<file path="src/rtl/rc_sym_upsampler.sv">
// Symbol-to-sample upsampler feeding the raised-cosine FIR: small symbol FIFO plus phase counter,
// zero-stuffing by default; define RCUPS_ZOH_EN for zero-order hold on the non-symbol phases.
module rc_sym_upsampler #(
  parameter int               DSIZE    = 8,
  parameter int               OSR      = 4,
  parameter int               FIFO_AW  = 2,
  parameter logic [DSIZE-1:0] ZERO_VAL = '0
) (
  input  logic               clk,
  input  logic               rst,
  input  logic               run,
  input  logic [DSIZE-1:0]   sym_in,
  input  logic               sym_valid,
  output logic               sym_ready,
  output logic [DSIZE-1:0]   dout,
  output logic               sym_strobe,
  output logic               underflow,
  input  logic               clr_status,
  output logic [FIFO_AW:0]   fifo_cnt
);

  localparam int                 DEPTH    = 1 << FIFO_AW;
  localparam int                 PH_W     = (OSR > 1) ? $clog2(OSR) : 1;
  localparam logic [PH_W-1:0]    PH_LAST  = PH_W'(OSR - 1);
  localparam logic [FIFO_AW:0]   CNT_FULL = (FIFO_AW + 1)'(DEPTH);

  logic [DSIZE-1:0]   mem [DEPTH];
  logic [FIFO_AW-1:0] wr_ptr;
  logic [FIFO_AW-1:0] rd_ptr;
  logic [FIFO_AW:0]   cnt;
  logic [PH_W-1:0]    ph;
  logic               push;
  logic               pop;
  logic               empty;
  logic               ph0;

  // Ready depends only on the registered count, so a pop never combinationally frees a slot.
  assign sym_ready = (cnt != CNT_FULL);
  assign empty     = (cnt == '0);
  assign ph0       = (ph == '0);
  assign push      = sym_valid & sym_ready;
  assign pop       = run & ph0 & ~empty;
  assign fifo_cnt  = cnt;

  always_ff @(posedge clk) begin
    if (push && !rst) begin
      mem[wr_ptr] <= sym_in;
    end
  end

  always_ff @(posedge clk) begin
    if (rst) begin
      wr_ptr    <= '0;
      rd_ptr    <= '0;
      cnt       <= '0;
      ph        <= '0;
      underflow <= 1'b0;
    end else begin
      if (push) begin
        wr_ptr <= wr_ptr + 1'b1;
      end
      if (pop) begin
        rd_ptr <= rd_ptr + 1'b1;
      end
      case ({push, pop})
        2'b10:   cnt <= cnt + 1'b1;
        2'b01:   cnt <= cnt - 1'b1;
        default: cnt <= cnt;
      endcase
      if (!run || ph == PH_LAST) begin
        ph <= '0;
      end else begin
        ph <= ph + 1'b1;
      end
      // A new underflow wins over a clear in the same cycle.
      if (run && ph0 && empty) begin
        underflow <= 1'b1;
      end else if (clr_status) begin
        underflow <= 1'b0;
      end
    end
  end

  // Output register stage: one sample per clk into the FIR.
  always_ff @(posedge clk) begin
    if (rst) begin
      dout       <= ZERO_VAL;
      sym_strobe <= 1'b0;
    end else if (!run) begin
      dout       <= ZERO_VAL;
      sym_strobe <= 1'b0;
    end else if (pop) begin
      dout       <= mem[rd_ptr];
      sym_strobe <= 1'b1;
    end else if (ph0) begin
      dout       <= ZERO_VAL;
      sym_strobe <= 1'b0;
    end else begin
      sym_strobe <= 1'b0;
`ifdef RCUPS_ZOH_EN
      dout       <= dout;
`else
      dout       <= ZERO_VAL;
`endif
    end
  end

endmodule

</file>
<file path="config.mk">
export PLATFORM = sky130hd
export DESIGN_NAME = rc_sym_upsampler
export DESIGN_NICKNAME = d
export VERILOG_FILES = /design/src/rtl/rc_sym_upsampler.sv
export SDC_FILE = /design/constraint.sdc
export NUM_CORES = 1
export LEC_CHECK = 0
export BUFFER_PORTS_ARGS = -buffer_cell sky130_fd_sc_hd__buf_2
export CORE_ASPECT_RATIO = 0.75
export CORE_MARGIN = 2
export CORE_UTILIZATION = 55
export DETAILED_ROUTE_END_ITERATION = 16
export PLACE_DENSITY = 0.81
export SYNTH_ARGS = -nofsm -noshare
export SYNTH_HDL_FRONTEND = slang
export SYNTH_SLANG_ARGS = --single-unit
</file>
<file path="constraint.sdc">
create_clock -name clk -period 3 [get_ports clk]
set_clock_uncertainty 0.15 [all_clocks]
set_input_delay 0.15 -clock clk [delete_from_list [all_inputs] [get_ports clk]]
set_output_delay 0.15 -clock clk [all_outputs]
set_load 0.02 [all_outputs]
</file>
==> results of run 1 <==
## per-layer routing
layer  GRT usage [%]  vias to the layer above
li1                -                      525
met1           21.52                      526
met2           29.34                       30
met3           5.254                       11
met4           7.937                        0
met5               0                        -
## registers in the layout, indices dropped and copies added (netlist names)
register,flops
dout,8
sym_strobe,1
ph,2
rd_ptr,2
wr_ptr,2
underflow,1
fifo_cnt,3
mem,32
## power by group through the flow
stage	clock network [mW]	logic, mW	registers [mW]
3_5_place_dp	0	0.363	0.904
5_1_grt	0.394	0.410	0.902
2_1_floorplan	0	0.252	0.908
6_report	0.353	0.374	0.887
3_3_place_gp	0	0.349	0.894
4_1_cts	0.366	0.376	0.888
## layout by cell type (no fill, tap or decap), types with 2 or more instances in the layout
cell | synthesis | routed
a21oi_1 | 3 | 3
ha_1 | 7 | 7
dfxtp_1 | 19 | 19
buf_4 | 0 | 4
or3_1 | 2 | 2
nand2b_1 | 2 | 2
clkbuf_8 | 0 | 5
mux4_2 | 8 | 8
nor2b_1 | 8 | 8
xor2_1 | 2 | 2
nor2_1 | 7 | 7
inv_2 | 2 | 2
inv_1 | 10 | 10
buf_2 | 2 | 26
edfxtp_1 | 32 | 32
nor3b_1 | 4 | 4
dlygate4sd3_1 | 0 | 9
o21ai_0 | 2 | 2
## cell families (layout without fill, tap and decap cells)
group / count (synthesis) / in the layout
flops: 51 / 51
fa+ha+maj: 8 / 8
buf+inv: 16 / 59
compound gates: 7 / 7
mux: 10 / 10
xor+xnor: 3 / 3
simple gates: 29 / 29
## area by class of cell
| class | instances | share of cell area (%) |
|---|---|---|
| Timing Repair Buffer | 39 | 10.71 |
| Clock inverter | 2 | 0.3749 |
| Tap cell | 40 | 2.142 |
| Sequential cell | 51 | 57.42 |
| Inverter | 12 | 1.928 |
| Multi-Input combinational cell | 57 | 24.32 |
| Clock buffer | 6 | 3.107 |
## worst paths after layout
path                                  start          end  cells past startpoint
worst max-delay path            fifo_cnt[2]  fifo_cnt[2]                      9
worst min-delay path             clr_status    underflow                      4
worst max register to register  fifo_cnt[2]  fifo_cnt[2]                      9
worst min register to register        ph[0]        ph[0]                      1
## worst register-to-register path, stage by stage, from the launching register on
cell     delay (ns)
dfxtp_1        0.42
or3b_1         0.40
and2_4         0.19
inv_2          0.09
ha_1           0.18
inv_1          0.06
fa_1           0.37
xor2_1         0.15
or3_1          0.31
a21oi_1        0.15
==> impl_metrics.ini, run 1 <==
[clock_tree]
cts_resized = 0
worst_skew_pair.late_latency_ns = 0.29
holdBufCountCts = 9
post_cts_buffers = 0
clk_path_buf_depth = 2
cts_tree = yes
clock_sinks = 51
cts_root_buf = clkbuf_8
h-tree-depth = 2
cts.reportedPaths.clkPinSlew_ns = 0.08
numCtsBuffers = 5

[global_routing]
grt_max_degree = 18
grtUsageTotal_pct = 17.81
grt_pass1_wl_um = 5340
grt_pass1_vias = 1168
grt.overflow.total = 0
antenna_found_initial = 0

[yosys]
synth-simple-area-share_pct = 9.074
synth_top_family_by_area = multiplexers
synth_nets = 145
synth_top_area_share_pct = 48.73
synth_area_um2 = 1972
synth_common_cells = edfxtp_1 (32), dfxtp_1 (19), inv_1 (10), mux4_2 (8), nor2b_1 (8)
synthTopCellsByArea = edfxtp_1 (49%), dfxtp_1 (19%), mux4_2 (9.1%)
synth-compound-area-share_pct = 2.538
yosys_warnings = 0
ys.flop_type = edfxtp_1
synthCells = 124
yosysMostFrequentCell = edfxtp_1
synth-xor-area-share_pct = 1.332
ys_async_sr_fraction_pct = 0
synth_fa_ha_area_share_pct = 5.457
synth_top_cell_by_area = edfxtp_1
ys_seq_area_share_pct = 68.02
synth_edf_count = 32
synth_area_per_cell_um2 = 15.90
synth-seq-cells = 51
synth_cell_type_count = 29
muxShareOfSynthArea_pct = 10.41

[timing]
tns_ns = 0
slew_headroom_pct = 60.31
finalHoldViolCount = 0
timing.final.ws_setup_ns = 0.4677
rsz0062_at_grt = no
worst_pin_slew_ns = 0.5945
whs_ns = 0.02635
finalSetupViolCount = 0
timing.fmax_ghz = 0.3949
period_share_pct = 84.41
report.final.slew_viol_count = 0
min_period_ns = 2.532

[placed_design]
place_area_um2 = 2165
place.gp.congestion = 0.7372
io_buffers = 26
placed_cells = 190
dpl.hpwl_um = 2230
place_ws_ns = 0.5037

[critical_path]
cp.arrival_ns = 2.60
end_kind = flop
slowest_delay_ns = 0.42
cp_top_family = simple AND/OR/NAND/NOR gates
critical_path_required_ns = 3.07
reg2reg_setup_slack_ns = 0.47
path_class = reg -> reg
cp_max_fo = 6
path_buf_inv = 2
cpMaxStageDelayCell = dfxtp_1
path_cells = or3b_1, and2_4, inv_2, ha_1, inv_1, fa_1, xor2_1, or3_1, a21oi_1
start_kind = flop

[die]
row_count = 18
die_y_um = 55.86
dieArea_um2 = 4085
die_w_um = 73.14
core_um2 = 3356
start_util_pct = 58.76
pin_count = 27

[detailed_routing]
ant_nets = 0
vias_per_cell = 5.275
routed.top_layer = met4
initialDrtViolationCount = 75
dr_wl_met3_um = 109
remaining_drc_errors = 0
routed-wl-met2_um = 1666
wl_um = 3206
wl_per_cell_um = 15.49
dr_total_vias = 1092
dr.pass1.iters = 4
wl_met1_um = 1364

[power]
p_switching_mw = 0.4552
combPwrFrac_pct = 23.2
power.leakage_nw = 0.8890
seq_power_share_pct = 55.0
ir_worst_vdd_v = 0.0003133
swShare_pct = 28.20
p_clk_share_pct = 21.9
p_total_mw = 1.614
p_per_area_nw_per_um2 = 691.0
p_int_mw = 1.159

[layout]
nFillCells = 212
drive_above_1_share_pct = 29.34
final_util_pct = 69.61
multi_input_comb_area_um2 = 568.0
final_nets = 187
final_cells = 207
syn_to_final_growth_pct = 18.46
seqCellArea_um2 = 1341
antenna_cells = 0
finalInstanceArea_um2 = 2336

[flow_run]
maxCapViolCount = 0

[outcome]
status = finished, final reports clean

[hold_path]
worstHoldPathType = in -> reg
Note: power is estimated with default switching activity, not from simulation.
==> run 2, diff against run 1 <==
--- a/config.mk
+++ b/config.mk
@@ -8,9 +8,9 @@
 export BUFFER_PORTS_ARGS = -buffer_cell sky130_fd_sc_hd__buf_2
 export CORE_ASPECT_RATIO = 0.75
 export CORE_MARGIN = 2
-export CORE_UTILIZATION = 55
+export CORE_UTILIZATION = 50
 export DETAILED_ROUTE_END_ITERATION = 16
-export PLACE_DENSITY = 0.81
+export PLACE_DENSITY = 0.78
 export SYNTH_ARGS = -nofsm -noshare
 export SYNTH_HDL_FRONTEND = slang
 export SYNTH_SLANG_ARGS = --single-unit
==> constraint.sdc (replaced) <==
create_clock -name clk -period 2 [get_ports clk]
set_clock_uncertainty 0.15 [all_clocks]
set_input_delay 0.1 -clock clk [delete_from_list [all_inputs] [get_ports clk]]
set_output_delay 0.1 -clock clk [all_outputs]
set_load 0.02 [all_outputs]
==> impl_metrics.ini, run 2 (synthesis results as in run 1) <==
[outcome]
status = finished with violations
failed_checks = setup timing

[placed_design]
placed_cells = 212
place_area_um2 = 2281
place.gp.congestion = 0.7454
dpl.hpwl_um = 2363
io_buffers = 26

[clock_tree]
numCtsBuffers = 5
clk_path_buf_depth = 2
cts.reportedPaths.clkPinSlew_ns = 0.08
h-tree-depth = 2
cts_root_buf = clkbuf_8
clock_sinks = 51
worst_skew_pair.late_latency_ns = 0.29
cts_tree = yes

[critical_path]
end_kind = flop
path_buf_inv = 2
cp_max_fo = 2
cp.arrival_ns = 2.29
worst-path-stages = 9
path_class = reg -> reg
cpMaxStageDelayCell = or3b_4
critical_path_required_ns = 2.07
cp_top_family = simple AND/OR/NAND/NOR gates
start_kind = flop
r2r_cells = 9
slowest_delay_ns = 0.37
path_cells = or3b_4, and2_4, inv_4, ha_4, inv_2, fa_2, xor2_1, or3_1, a21oi_1

[hold_path]
worstHoldPathType = in -> reg
hold_depth = 2

[power]
p_total_mw = 2.600
ir_worst_vdd_v = 0.0004540
p_per_area_nw_per_um2 = 1048
power.leakage_nw = 0.9516

[timing]
worst_pin_slew_ns = 0.4787
timing.fmax_ghz = 0.4508
timing.final.ws_setup_ns = -0.2183
whs_ns = 0.01214
min_period_ns = 2.218
finalHoldViolCount = 0
slew_headroom_pct = 68.04
period_share_pct = 110.9
rsz0062_at_grt = yes
finalSetupViolCount = 2
report.final.slew_viol_count = 0

[layout]
drive_above_1_share_pct = 38.55
largest_reg_flops = 32
final_common_cell = edfxtp_1
final_nets = 199
finalInstanceArea_um2 = 2482
largest_register = mem
final_cell_mix = edfxtp_1 (32), buf_2 (26), dfxtp_1 (16), buf_4 (15), dlygate4sd3_1 (10)
syn_to_final_growth_pct = 25.89
nFillCells = 256
antenna_cells = 0
final_util_pct = 66.94
final_cells = 231

[detailed_routing]
initialDrtViolationCount = 122
ant_nets = 0
wl_per_cell_um = 15.03
dr_total_vias = 1148
vias_per_cell = 4.970
remaining_drc_errors = 0
dr.pass1.iters = 4
wl_um = 3472

[die]
die_w_um = 76.52
row_count = 19
start_util_pct = 53.17
pin_count = 27
die_y_um = 58.39
core_um2 = 3709
dieArea_um2 = 4467

[flow_run]
maxCapViolCount = 0

[global_routing]
grt_max_degree = 18
grtUsageTotal_pct = 17.78
grt_pass1_wl_um = 5809
grt_pass1_vias = 1171
grt.overflow.total = 0
antenna_found_initial = 0
[run 2: changes by cell type in the layout (fill, tap and decap cells not counted), moves of 2 or more]
cell / before / now
buf_4: 4 / 15
dfxtp_1: 19 / 16
dfxtp_2: 0 / 2
inv_1: 10 / 8
[run 2: final timing paths]
kind         slack, ns          end   startpoint
max              -0.22  fifo_cnt[2]  fifo_cnt[2]
min               0.01    underflow          rst
max reg2reg      -0.22  fifo_cnt[2]  fifo_cnt[2]
min reg2reg       0.35    underflow    underflow
[run 2: timing repair]
action                     in CTS  in global routing
setup buffers                   2                  0
setup endpoints to repair       2                  2
resized for setup               2                  1
hold buffers                   10                  0
pin swaps                       1                  3
hold endpoints to repair       35                  0
[run 2: power by group]
| part | switching, mW | leakage [nW] | internal, mW |
|---|---|---|---|
| Clock | 0.296 | 0.0422 | 0.246 |
| Sequential | 0.0453 | 0.447 | 1.23 |
| Combinational | 0.394 | 0.462 | 0.393 |
[run 2: per-stage QoR]
step	worst slack, ns	setup TNS (ns)
6_report	-0.2183	-0.3264
2_1_floorplan	-0.3138	-3.215
3_5_place_dp	-0.1936	-0.2449
3_3_place_gp	-0.1398	-0.1415
4_1_cts	-0.2070	-0.2622
5_1_grt	-0.2909	-0.4615
[run 2: worst reg2reg max path, delay by kind of cell, from the launching register on]
family          cells  cell delay, ns
flops               1            0.35
buf+inv             2            0.10
simple gates        3            0.83
xor+xnor            1            0.15
compound gates      1            0.11
fa+ha+maj           2            0.47
[run 2: layer usage]
| metal | vias to the layer above | wire length [um] | GRT usage, % |
|---|---|---|---|
| met5 | - | 0 | 0 |
| met4 | 0 | 39 | 5.974 |
| li1 | 548 | - | - |
| met1 | 567 | 1375 | 20.92 |
| met3 | 4 | 155 | 5.215 |
| met2 | 29 | 1902 | 32.11 |
[run 2: area by class of cell]
class                           instances  area [um^2]  share of cell area [%]
Sequential cell                        51         1348                   54.28
Inverter                               12        47.55                   1.915
Timing Repair Buffer                   51        342.8                   13.81
Tap cell                               52        65.06                   2.621
Clock inverter                          1        5.005                  0.2016
Multi-Input combinational cell         57        598.1                   24.09
Clock buffer                            7        76.32                   3.075
